===== src/rtl/seq_detect_param_pkg.sv =====
// Shared constants and helpers for the parametrised serial pattern detector.
package seq_detect_pkg;

  localparam int           DEF_PAT_W = 4;
  localparam logic [3:0]   DEF_PAT   = 4'b1101;
  localparam int           DEF_CNT_W = 8;

  localparam logic OVL  = 1'b1;
  localparam logic NOVL = 1'b0;

  // Fill counter must represent 0..pat_w inclusive.
  function automatic int fill_width(input int pat_w);
    return $clog2(pat_w + 1);
  endfunction

endpackage


===== src/rtl/seq_detect_param_if.sv =====
// Stream, pattern-control and result signals of the pattern detector.
interface seq_detect_param_if
  import seq_detect_pkg::*;
#(
  parameter int PAT_W = DEF_PAT_W,
  parameter int CNT_W = DEF_CNT_W
);

  logic             din;
  logic             din_vld;
  logic             pat_load;
  logic [PAT_W-1:0] pat_in;
  logic             mode_ovl;
  logic             cnt_clr;
  logic             flag;
  logic [CNT_W-1:0] match_cnt;
  logic [PAT_W-1:0] pat_cur;

  modport master (
    output din, din_vld, pat_load, pat_in, mode_ovl, cnt_clr,
    input  flag, match_cnt, pat_cur
  );

  modport slave (
    input  din, din_vld, pat_load, pat_in, mode_ovl, cnt_clr,
    output flag, match_cnt, pat_cur
  );

endinterface


===== src/rtl/seq_detect_param_sat_counter.sv =====
// Saturating up-counter; a clear in the same cycle as an increment wins.
module sat_counter #(
  parameter int W = 8
) (
  input  logic         clk,
  input  logic         rst_n,
  input  logic         inc_i,
  input  logic         clr_i,
  output logic [W-1:0] cnt_o
);

  logic [W-1:0] cnt_q, cnt_d;

  always_comb begin
    cnt_d = cnt_q;
    if (clr_i) begin
      cnt_d = '0;
    end else if (inc_i && (cnt_q != {W{1'b1}})) begin
      cnt_d = cnt_q + W'(1);
    end
  end

  always_ff @(posedge clk or negedge rst_n) begin
    if (!rst_n) begin
      cnt_q <= '0;
    end else begin
      cnt_q <= cnt_d;
    end
  end

  assign cnt_o = cnt_q;

endmodule


===== src/rtl/seq_detect_param.sv =====
// MSB-first serial pattern detector with runtime-loadable pattern,
// overlapping/non-overlapping modes and a saturating match counter.
module seq_detect_param
  import seq_detect_pkg::*;
#(
  parameter int               PAT_W   = DEF_PAT_W,
  parameter logic [PAT_W-1:0] DEF_PAT = PAT_W'(seq_detect_pkg::DEF_PAT),
  parameter int               CNT_W   = DEF_CNT_W
) (
  input logic                clk,
  input logic                rst_n,
  seq_detect_param_if.slave  bus
);

  localparam int FILL_W = fill_width(PAT_W);
  localparam logic [FILL_W-1:0] FILL_FULL = FILL_W'(PAT_W);

  logic [PAT_W-1:0]  hist_q, hist_d;
  logic [FILL_W-1:0] fill_q, fill_d;
  logic [PAT_W-1:0]  pat_q, pat_d;
  logic              flag_q, flag_d;

  logic [PAT_W-1:0]  hist_shift;
  logic [FILL_W-1:0] fill_inc;
  logic              match;

  assign hist_shift = {hist_q[PAT_W-2:0], bus.din};
  assign fill_inc   = (fill_q == FILL_FULL) ? fill_q : fill_q + FILL_W'(1);

  // The fill check keeps zero-history from matching an all-zero pattern.
  assign match = bus.din_vld && !bus.pat_load &&
                 (fill_inc == FILL_FULL) && (hist_shift == pat_q);

  always_comb begin
    hist_d = hist_q;
    fill_d = fill_q;
    pat_d  = pat_q;
    flag_d = 1'b0;
    if (bus.pat_load) begin
      pat_d  = bus.pat_in;
      hist_d = '0;
      fill_d = '0;
    end else if (bus.din_vld) begin
      hist_d = hist_shift;
      fill_d = fill_inc;
      if (match) begin
        flag_d = 1'b1;
        if (bus.mode_ovl == NOVL) begin
          hist_d = '0;
          fill_d = '0;
        end
      end
    end
  end

  always_ff @(posedge clk or negedge rst_n) begin
    if (!rst_n) begin
      hist_q <= '0;
      fill_q <= '0;
      pat_q  <= DEF_PAT;
      flag_q <= 1'b0;
    end else begin
      hist_q <= hist_d;
      fill_q <= fill_d;
      pat_q  <= pat_d;
      flag_q <= flag_d;
    end
  end

  sat_counter #(.W(CNT_W)) u_match_cnt (
    .clk   (clk),
    .rst_n (rst_n),
    .inc_i (match),
    .clr_i (bus.cnt_clr),
    .cnt_o (bus.match_cnt)
  );

  assign bus.flag    = flag_q;
  assign bus.pat_cur = pat_q;

endmodule


===== src/flat_wrapper.sv =====
// flat-port wrapper written by rule: the top's interface ports become plain ports
module seq_detect_param_flat import seq_detect_pkg::*;
#(
  parameter int               PAT_W   = DEF_PAT_W,
  parameter logic [PAT_W-1:0] DEF_PAT = PAT_W'(seq_detect_pkg::DEF_PAT),
  parameter int               CNT_W   = DEF_CNT_W
)
  (clk, rst_n, bus_din, bus_din_vld, bus_pat_load, bus_pat_in, bus_mode_ovl, bus_cnt_clr, bus_flag, bus_match_cnt, bus_pat_cur);
  seq_detect_param_if #(.PAT_W(PAT_W), .CNT_W(CNT_W)) bus_i ();
  input logic clk;
  input logic rst_n;
  input wire logic [$bits(bus_i.din)-1:0] bus_din;
  input wire logic [$bits(bus_i.din_vld)-1:0] bus_din_vld;
  input wire logic [$bits(bus_i.pat_load)-1:0] bus_pat_load;
  input wire logic [$bits(bus_i.pat_in)-1:0] bus_pat_in;
  input wire logic [$bits(bus_i.mode_ovl)-1:0] bus_mode_ovl;
  input wire logic [$bits(bus_i.cnt_clr)-1:0] bus_cnt_clr;
  output wire logic [$bits(bus_i.flag)-1:0] bus_flag;
  output wire logic [$bits(bus_i.match_cnt)-1:0] bus_match_cnt;
  output wire logic [$bits(bus_i.pat_cur)-1:0] bus_pat_cur;
  assign bus_i.din = bus_din;
  assign bus_i.din_vld = bus_din_vld;
  assign bus_i.pat_load = bus_pat_load;
  assign bus_i.pat_in = bus_pat_in;
  assign bus_i.mode_ovl = bus_mode_ovl;
  assign bus_i.cnt_clr = bus_cnt_clr;
  assign bus_flag = bus_i.flag;
  assign bus_match_cnt = bus_i.match_cnt;
  assign bus_pat_cur = bus_i.pat_cur;
  seq_detect_param #(.PAT_W(PAT_W), .DEF_PAT(DEF_PAT), .CNT_W(CNT_W)) u_core (.clk(clk), .rst_n(rst_n), .bus(bus_i));
endmodule

===== config.mk =====
export PLATFORM = sky130hd
export DESIGN_NAME = seq_detect_param_flat
export DESIGN_NICKNAME = d
export VERILOG_FILES = /design/src/rtl/seq_detect_param_pkg.sv /design/src/rtl/seq_detect_param_if.sv /design/src/rtl/seq_detect_param_sat_counter.sv /design/src/rtl/seq_detect_param.sv /design/src/flat_wrapper.sv
export SDC_FILE = /design/constraint.sdc
export NUM_CORES = 1
export LEC_CHECK = 0
export BUFFER_PORTS_ARGS = -buffer_cell sky130_fd_sc_hd__buf_2
export CELL_PAD_IN_SITES_DETAIL_PLACEMENT = 0
export CELL_PAD_IN_SITES_GLOBAL_PLACEMENT = 1
export CORE_ASPECT_RATIO = 1.4
export CORE_MARGIN = 3
export CORE_UTILIZATION = 30
export CTS_CLUSTER_DIAMETER = 80
export DETAILED_ROUTE_END_ITERATION = 7
export PLACE_DENSITY = 0.74
export SETUP_SLACK_MARGIN = 0.3
export SYNTH_ARGS = -nofsm -noshare
export SYNTH_HDL_FRONTEND = slang
export SYNTH_SLANG_ARGS = --single-unit

===== constraint.sdc =====
create_clock -name clk -period 3.4 [get_ports clk]
set_clock_uncertainty 0.2 [all_clocks]
set_input_delay 0.34 -clock clk [delete_from_list [all_inputs] [get_ports clk]]
set_output_delay 0.34 -clock clk [all_outputs]
set_load 0.01 [all_outputs]

After elaboration in Yosys (flattened, before gate mapping):

Index checks and enable logic that the tools add are counted.

* $add $sub $neg: 2
* equality and inequality tests: 4
* muxes and demuxes: 14
* reductions and logical operators: 7

Operator list (number)
* $mux 3: 9
* $mux 8: 2
* $add 8x1->8 const B: 1
* $ne 8x8->1 const B: 1
* $eq 3x3->1 const B: 2
* $eq 4x4->1: 1
* $logic_and 1x1->1: 4
* $reduce_bool 2->1: 2
* $add 3x1->3 const B: 1
* $mux 1: 3
* $logic_not 1->1: 1

* flip-flop bits (word level): 19
* input bits: 11
* output and inout port bits: 13
* word-level logic and storage cells: 32

Depth between registers and ports, before layout:

Gate-level depths: netlist (run 1).

* depth after elaboration: 8
* depth in mapped cells: 8

Modules after synthesis:

From an unflattened synthesis (run 1), not the netlist that was laid out.

* cells, all modules: 106
* area total of the unflattened synthesis: 1088.5 sq um

By module, submodules not included
* seq_detect_param: instances 1, cells each 57, area each 624.3 sq um, sequential area each 279.0 sq um
* sat_counter: instances 1, cells each 49, area each 464.2 sq um, sequential area each 200.2 sq um

Worst setup path before layout (run 1):

No wires, ideal clock.

* path kind: register -> register
* start point: register u_core.fill_q[0]
* end point: register u_core.u_match_cnt.cnt_q[0] (netlist: u_core.u_match_cnt.cnt_o[0])
* library setup time: 0.125 ns
* data arrival time: 1.777 ns
* required time: 3.075 ns
* setup slack: 1.298 ns
* stages on the path, launching flop included: 8
* path buffers: 0
* period minus slack after synthesis: 2.102 ns
* cells stage by stage: dfrtp_1 -> inv_1 -> ha_1 -> a21bo_2 -> a211oi_2 -> nand3_1 -> nor2_1 -> mux2_2

* word-level cells in the longest chain between the ends: 7
* elaborated cells between the ends (all ways): 8

Ends and longest elaborated chain
* from (decl): RTL line seq_detect_param.sv:19 `logic [FILL_W-1:0] fill_q, fill_d;`
* from (signal assigned): RTL line seq_detect_param.sv:64 `fill_q <= fill_d;`
* $add 3x1->3 / $eq 3x3->1 (equally long branches): RTL line seq_detect_param.sv:28 `assign fill_inc = (fill_q == FILL_FULL) ? fill_q : fill_q + FILL_W'(1);`
* $mux 3 *: RTL line seq_detect_param.sv:28
* $eq 3x3->1 *: RTL line seq_detect_param.sv:32 `(fill_inc == FILL_FULL) && (hist_shift == pat_q);`
* $logic_and 1x1->1 *: RTL line seq_detect_param.sv:31 `assign match = bus.din_vld && !bus.pat_load &&`
* $logic_and 1x1->1 *: RTL line seq_detect_param.sv:32
* $logic_and 1x1->1 *: RTL line seq_detect_param_sat_counter.sv:18 `end else if (inc_i && (cnt_q != {W{1'b1}})) begin`
* $reduce_bool 2->1 (no line) *
* to (signal assigned): RTL line seq_detect_param_sat_counter.sv:27 `cnt_q <= cnt_d;`
* to (decl): RTL line seq_detect_param_sat_counter.sv:12 `logic [W-1:0] cnt_q, cnt_d;`

Mark *: on every way between the ends. The rest lies on a longest branch, timed or not.
A chain may end at the register's enable or synchronous reset.

Worst setup path in the final report (run 1):

Ends and elaborated chain as after synthesis.

==> out/qor.yml, run 1 <==
placed_design:
  place_ws_ps: 1100
  gp_routability_congestion: 0.741
  hpwlAfterDp_mm: 1.71
  portBuffers: 23
die:
  die_area_sq_mm: 0.00414
  initial_core_util_pct: 32.0
  rows: 24
  ios: 24
  core-area_sq_mm: 0.00318
  die_w_um: 55.2
  fp.dieH_um: 74.9
yosys:
  synth_area_leaders: "dfrtp_1 39%, dfstp_2 7.7%, mux2_2 5.5%"
  synth_top_area_share_pct: 39.4
  synth_warnings: 0
  synth_nets: 117
  syn_inst: 103
  ys_seq_area_share_pct: 47.1
  synthDistinctLibCells: 32
  ys_async_sr_fraction_pct: 100
  synth_area_per_cell_sq_um: 9.88
  ys.flop_type: "dfrtp_1"
  synth_edf_count: 0
  ys_seq_elements: 19
  synth_area_sq_mm: 0.00102
  synth_top_area_cell: "dfrtp_1"
clock_tree:
  clkTransAtPathRegs_ps: 70
  clk_path_buf_depth: 2
  numClockSinks: 19
  root_buffer: "clkbuf_8"
  cts_resized: 0
  cts_max_level: 1
  post_cts_buffers: 0
  cts_inserted_buffers: 3
  cts_tree: "built"
  clk_latency_ps: 250
timing:
  maxSlewHeadroom_pct: 70.6
  finalSetupViolCount: 0
  period_needed_ps: 2310
  worst_slew_pin_slew_ps: 440
  setup_slack_ps: 1090
  grt_setup_unrepaired: "false"
  fmax_mhz: 432
  slew_viol_final: 0
  fin_setup_tns_ps: 0
  hold_viol: 0
  fin_crit_sh_pct: 68.0
layout:
  drive_above_1_share_pct: 28.9
  nFillCells: 344
  area_growth_pct: 20.3
  nets: 143
  mostFrequentLayoutCell: "buf_2"
  layout_common_cells: "23 x buf_2, 16 x dfrtp_1, 9 x inv_1"
  diodes: 0
hold_path:
  whs_path_depth: 2
  hp-class: "in2reg"
route:
  drtPass1Iterations: 4
  route.detailed.wl_per_inst_um: 13.3
  ant_nets: 0
  wl_mm: 2.23
  drc: 0
  viasPerCell: 5.19
  drt-initial-drc-count: 18
  vias: 866
outcome:
  status: "completed"
grt:
  antenna_found_initial: 0
  grt_max_degree: 20
  grt_use_total_pct: 11.4
  overflow: 0
  grt_pass1_wl_mm: 3.68
  grt_pass1_vias: 793
worst_setup_path:
  slowest_delay_ps: 380
  path_cells: "inv_1, ha_1, a21bo_2, a211oi_2, nand3_1, nor2_1, mux2_2"
  cp-start-kind: "register"
  critical_path_required_ps: 3340
  critical_path.endpoint_type: "register"
  arrival_ps: 2250
  path_max_fanout: 8
  critPathKind: "reg2reg"
  cp_slowest_cell: "dfrtp_1"
  r2r_cells: 7
run:
  cap_violations: 0
power:
  power.density_mw_per_mm2: 374
  power_leakage_uw: 0.000547
  ir_drop_uv: 157
==> synth_stat cells (3+ instances only) <==
cell	instances
nor2_1	8
dfrtp_1	16
mux2_2	5
ha_1	3
nand3_1	6
inv_1	9
o32ai_1	3
nand2b_1	5
dfstp_2	3
a21oi_1	6
nand2_1	6
nor3_1	4
xor2_1	4
==> flip-flops by register name (all words and copies together), names as in the netlist <==
name / count
u_core.u_match_cnt.cnt_o: 8
u_core.hist_q: 3
u_core.bus.flag: 1
u_core.bus.pat_cur: 4
u_core.fill_q: 3
==> through the flow <==
stage	hold WS, ps	power (uW)	instance area (sq um)	std cells	utilization [%]
6_report	118	458	1220	167	38.4
5_1_grt	116	483	1220	167	38.4
4_1_cts	116	464	1220	167	38.4
3_5_place_dp	111	306	1170	162	36.7
3_3_place_gp	107	304	1170	162	36.7
2_1_floorplan	-156	284	1020	103	-
==> power by group <==
part           internal, uW  total, uW  switching [uW]
clock network          83.2        156            72.5
logic                  26.2       56.7            30.5
registers               237        245            7.89
total                   347        458             111
==> critical path, delay by kind of cell, from the launching register on <==
| kind | cells | cell delay, ps |
|---|---|---|
| buf+inv | 1 | 90 |
| fa+ha+maj | 1 | 240 |
| mux | 1 | 360 |
| simple gates | 2 | 500 |
| compound gates | 2 | 440 |
| flops | 1 | 380 |
==> final timing paths <==
kind / slack (ps) / end / start
setup / recovery: 1090 / u_core.u_match_cnt.cnt_o[0]$_DFFE_PN0P_ / u_core.fill_q[0]$_DFFE_PN0P_
setup reg to reg: 1090 / u_core.u_match_cnt.cnt_o[0]$_DFFE_PN0P_ / u_core.fill_q[0]$_DFFE_PN0P_
hold / removal: 120 / u_core.bus.pat_cur[3]$_DFFE_PN1P_ / bus_pat_in[3]
min in group asynchronous: 360 / u_core.bus.pat_cur[1]$_DFFE_PN0P_ / rst_n
hold reg to reg: 360 / u_core.bus.pat_cur[1]$_DFFE_PN0P_ / u_core.bus.pat_cur[1]$_DFFE_PN0P_
max in group asynchronous: 2300 / u_core.bus.pat_cur[0]$_DFFE_PN1P_ / rst_n
==> layout make-up <==
cell class / instances / area [sq um] / area share (%)
Multi-Input combinational cell: 72 / 492 / 40.2
Timing Repair Buffer: 24 / 125 / 10.2
Clock buffer: 4 / 45.0 / 3.68
Sequential cell: 19 / 479 / 39.2
Tap cell: 39 / 48.8 / 3.99
Inverter: 9 / 33.8 / 2.76
==> routing by layer <==
layer | up-vias | wire length [um] | global-route usage (%) | part of all wire (%)
met5 | - | 0 | 0 | 0
met4 | 0 | 16 | 4.86 | 0.72
met3 | 2 | 152 | 1.89 | 6.8
met2 | 29 | 1120 | 18.9 | 50
met1 | 421 | 935 | 14.7 | 42
li1 | 414 | - | - | -
==> cell families after synthesis <==
kind of cell | count (synthesis) | synth area share (%)
AND/OR/NAND/NOR | 39 | 19.8
flip-flops | 19 | 47.1
AO/OA/AOI/OAI | 18 | 13.0
buffers and inverters | 12 | 4.55
multiplexers | 7 | 7.50
XOR/XNOR | 5 | 4.30
adder cells (fa/ha/maj) | 3 | 3.69
==> timing repair <==
action,in CTS,in global routing
hold buffers,1,0
setup endpoints to repair,0,0
hold endpoints to repair,16,0
No activity file was read; power rests on OpenSTA's default activity.
==> run 2, diff against run 1 <==
--- a/config.mk
+++ b/config.mk
@@ -5,6 +5,7 @@
 export SDC_FILE = /design/constraint.sdc
 export NUM_CORES = 1
 export LEC_CHECK = 0
+export ABC_AREA = 1
 export BUFFER_PORTS_ARGS = -buffer_cell sky130_fd_sc_hd__buf_2
 export CELL_PAD_IN_SITES_DETAIL_PLACEMENT = 0
 export CELL_PAD_IN_SITES_GLOBAL_PLACEMENT = 1
@@ -13,7 +14,7 @@
 export CORE_UTILIZATION = 30
 export CTS_CLUSTER_DIAMETER = 80
 export DETAILED_ROUTE_END_ITERATION = 7
-export PLACE_DENSITY = 0.74
+export PLACE_DENSITY = 0.75
 export SETUP_SLACK_MARGIN = 0.3
 export SYNTH_ARGS = -nofsm -noshare
 export SYNTH_HDL_FRONTEND = slang
==> constraint.sdc (replaced) <==
create_clock -name clk -period 2.4 [get_ports clk]
set_clock_uncertainty 0.2 [all_clocks]
set_input_delay 0.24 -clock clk [delete_from_list [all_inputs] [get_ports clk]]
set_output_delay 0.24 -clock clk [all_outputs]
set_load 0.01 [all_outputs]
==> out/qor.yml, run 2 <==
route:
  drt-initial-drc-count: 49
  met2_length_mm: 1.41
  wl_met1_mm: 1.18
  vias: 1094
  ant_nets: 0
  route.met3.wl_um: 102
  viasPerCell: 4.72
  routed.top_layer: "met4"
  wl_mm: 2.73
  drtPass1Iterations: 4
  route.detailed.wl_per_inst_um: 11.8
  drc: 0
die:
  core-area_sq_mm: 0.00374
  fp.dieH_um: 80.9
  die_area_sq_mm: 0.00481
  die_w_um: 59.5
  ios: 24
  rows: 26
  initial_core_util_pct: 32.1
yosys:
  synth_top_area_cell: "dfrtp_1"
  synth_warnings: 0
  synth_area_per_cell_sq_um: 7.52
  synth_area_leaders: "dfrtp_1 33%, nand2_1 16%, inv_1 8.7%"
  synth_top_area_share_pct: 33.3
  ys_seq_elements: 19
  ys_async_sr_fraction_pct: 100
  ys_seq_area_share_pct: 39.9
  synth.most_common_cell: "nand2_1"
  synth_area_sq_mm: 0.00120
  synth_nets: 174
  synthDistinctLibCells: 23
  syn_inst: 160
  ys_top_cells_by_count: "50 x nand2_1, 28 x inv_1, 18 x nand3_1"
  ys.flop_type: "dfrtp_1"
  synth_edf_count: 0
power:
  p_sw_share_pct: 26.4
  power_leakage_uw: 0.000825
  switchingPower_uw: 175
  intPower_uw: 489
  ir_drop_uv: 235
  power.density_mw_per_mm2: 458
  sequentialPowerShare_pct: 52.0
  p_comb_share_pct: 14.7
  clockPowerShare_pct: 33.3
grt:
  grt_max_degree: 20
  antenna_found_initial: 0
  grt_pass1_wl_mm: 4.84
  grt_pass1_vias: 1081
  overflow: 0
  grt_use_total_pct: 13.1
worst_setup_path:
  path_max_fanout: 9
  critPathKind: "reg2reg"
  cp-start-kind: "register"
  critPathLaunch: "u_core.fill_q[0]$_DFFE_PN0P_"
  critical_path_required_ps: 2390
  critical_path.endpoint_type: "register"
  r2r_start: "u_core.fill_q[0]$_DFFE_PN0P_"
  arrival_ps: 1820
placed_design:
  dp.cells: 224
  portBuffers: 23
  place_ws_ps: 552
  gp_routability_congestion: 0.732
  hpwlAfterDp_mm: 2.07
layout:
  drive_above_1_share_pct: 20.5
  largest_register_ffs: 8
  layout_common_cells: "50 x nand2_1, 28 x inv_1, 23 x buf_2"
  fin_util_pct: 38.8
  mostFrequentLayoutCell: "nand2_1"
  fin_cells: 232
  nets: 205
  area_growth_pct: 20.6
  diodes: 0
timing:
  grt_setup_unrepaired: "false"
  setup_slack_ps: 567
  fin_crit_sh_pct: 76.4
  finalSetupViolCount: 0
  worst_slew_pin_slew_ps: 472
  maxSlewHeadroom_pct: 68.5
  holdWs_ps: 0.574
  period_needed_ps: 1830
  fmax_mhz: 546
  hold_viol: 0
  fin_setup_tns_ps: 0
  slew_viol_final: 0
clock_tree:
  clk_path_buf_depth: 2
  cts_inserted_buffers: 3
  post_cts_buffers: 0
  cts_tree: "built"
  numClockSinks: 19
  clkTransAtPathRegs_ps: 70
  root_buffer: "clkbuf_8"
  clk_latency_ps: 250
  cts_max_level: 1
run:
  cap_violations: 0
hold_path:
  hp-class: "in2reg"
  worstHoldStart: "bus_pat_in[3]"
outcome:
  status: "completed"
-- run 2: cell count changes in the layout (fill, tap and decap cells not counted), moves of 3 or more --
cell	change
inv_1	+19
xor2_1	-3
dlygate4sd3_1	+3
o32ai_1	-3
o21ai_1	+4
nand2_1	+44
nand2b_1	-5
nand3_1	+12
nand4_1	+9
nor3_1	-4
a21oi_1	-5
nand3_4	+3
mux2_2	-5
-- run 2: routing by layer --
metal  global-route usage, %  up-vias
met2                    22.4       18
li1                        -      565
met4                    5.10        0
met1                    16.2      507
met3                    1.91        4
met5                       0        -
-- run 2: logic make-up (layout without fill, tap and decap cells) --
kind of cell | Yosys count | after routing | synth area share, %
xor+xnor | 3 | 3 | 2.19
buf+inv | 31 | 61 | 9.99
simple gates | 95 | 95 | 40.9
flops | 19 | 19 | 39.9
fa+ha+maj | 3 | 3 | 3.12
compound gates | 9 | 9 | 3.95
-- run 2: final cells by class --
type                            instances  area, sq um
Timing Repair Buffer                   27          155
Clock buffer                            4         45.0
Tap cell                               42         52.6
Inverter                               30          115
Sequential cell                        19          479
Fill cell                             414         2290
Multi-Input combinational cell        110          603
-- run 2: power groups by stage --
stage | clock network (uW) | registers, uW | logic, uW
6_report | 221 | 345 | 97.9
3_5_place_dp | 0 | 351 | 94.5
5_1_grt | 241 | 348 | 113
3_3_place_gp | 0 | 351 | 95.0
4_1_cts | 231 | 345 | 99.7
2_1_floorplan | 0 | 352 | 56.1
-- run 2: repair_timing --
action	4_1_cts	5_1_grt
hold buffers	4	0
endpoints found under the setup margin	0	0
gates resized for setup	0	0
hold endpoints to repair	19	0
-- run 2: per-stage QoR --
stage                     area, sq um  total power [uW]
after floorplan                  1200               409
final                            1450               664
after CTS                        1450               676
after global placement           1370               446
after global routing             1450               702
after detailed placement         1370               446
-- run 2: worst paths after layout --
| path | to | slack (ps) | depth (start not counted) |
|---|---|---|---|
| setup / recovery | u_core.u_match_cnt.cnt_o[5]$_DFFE_PN0P_ | 570 | 9 |
| hold / removal | u_core.bus.pat_cur[3]$_DFFE_PN1P_ | 0.6 | 3 |
| setup reg to reg | u_core.u_match_cnt.cnt_o[5]$_DFFE_PN0P_ | 570 | 9 |
| hold reg to reg | u_core.bus.pat_cur[0]$_DFFE_PN1P_ | 280 | 2 |
| max in group asynchronous | u_core.bus.pat_cur[0]$_DFFE_PN1P_ | 1400 | 2 |
| min in group asynchronous | u_core.hist_q[0]$_DFFE_PN0P_ | 260 | 2 |
-- run 2: worst max-delay path, stage by stage, from the launching register on --
cell,delay (ps)
dfrtp_1,380
inv_1,80
ha_1,310
inv_1,70
nand2_1,50
nor2_1,170
nand3_4,140
nor2_8,170
nand4_1,100
nand2_1,100
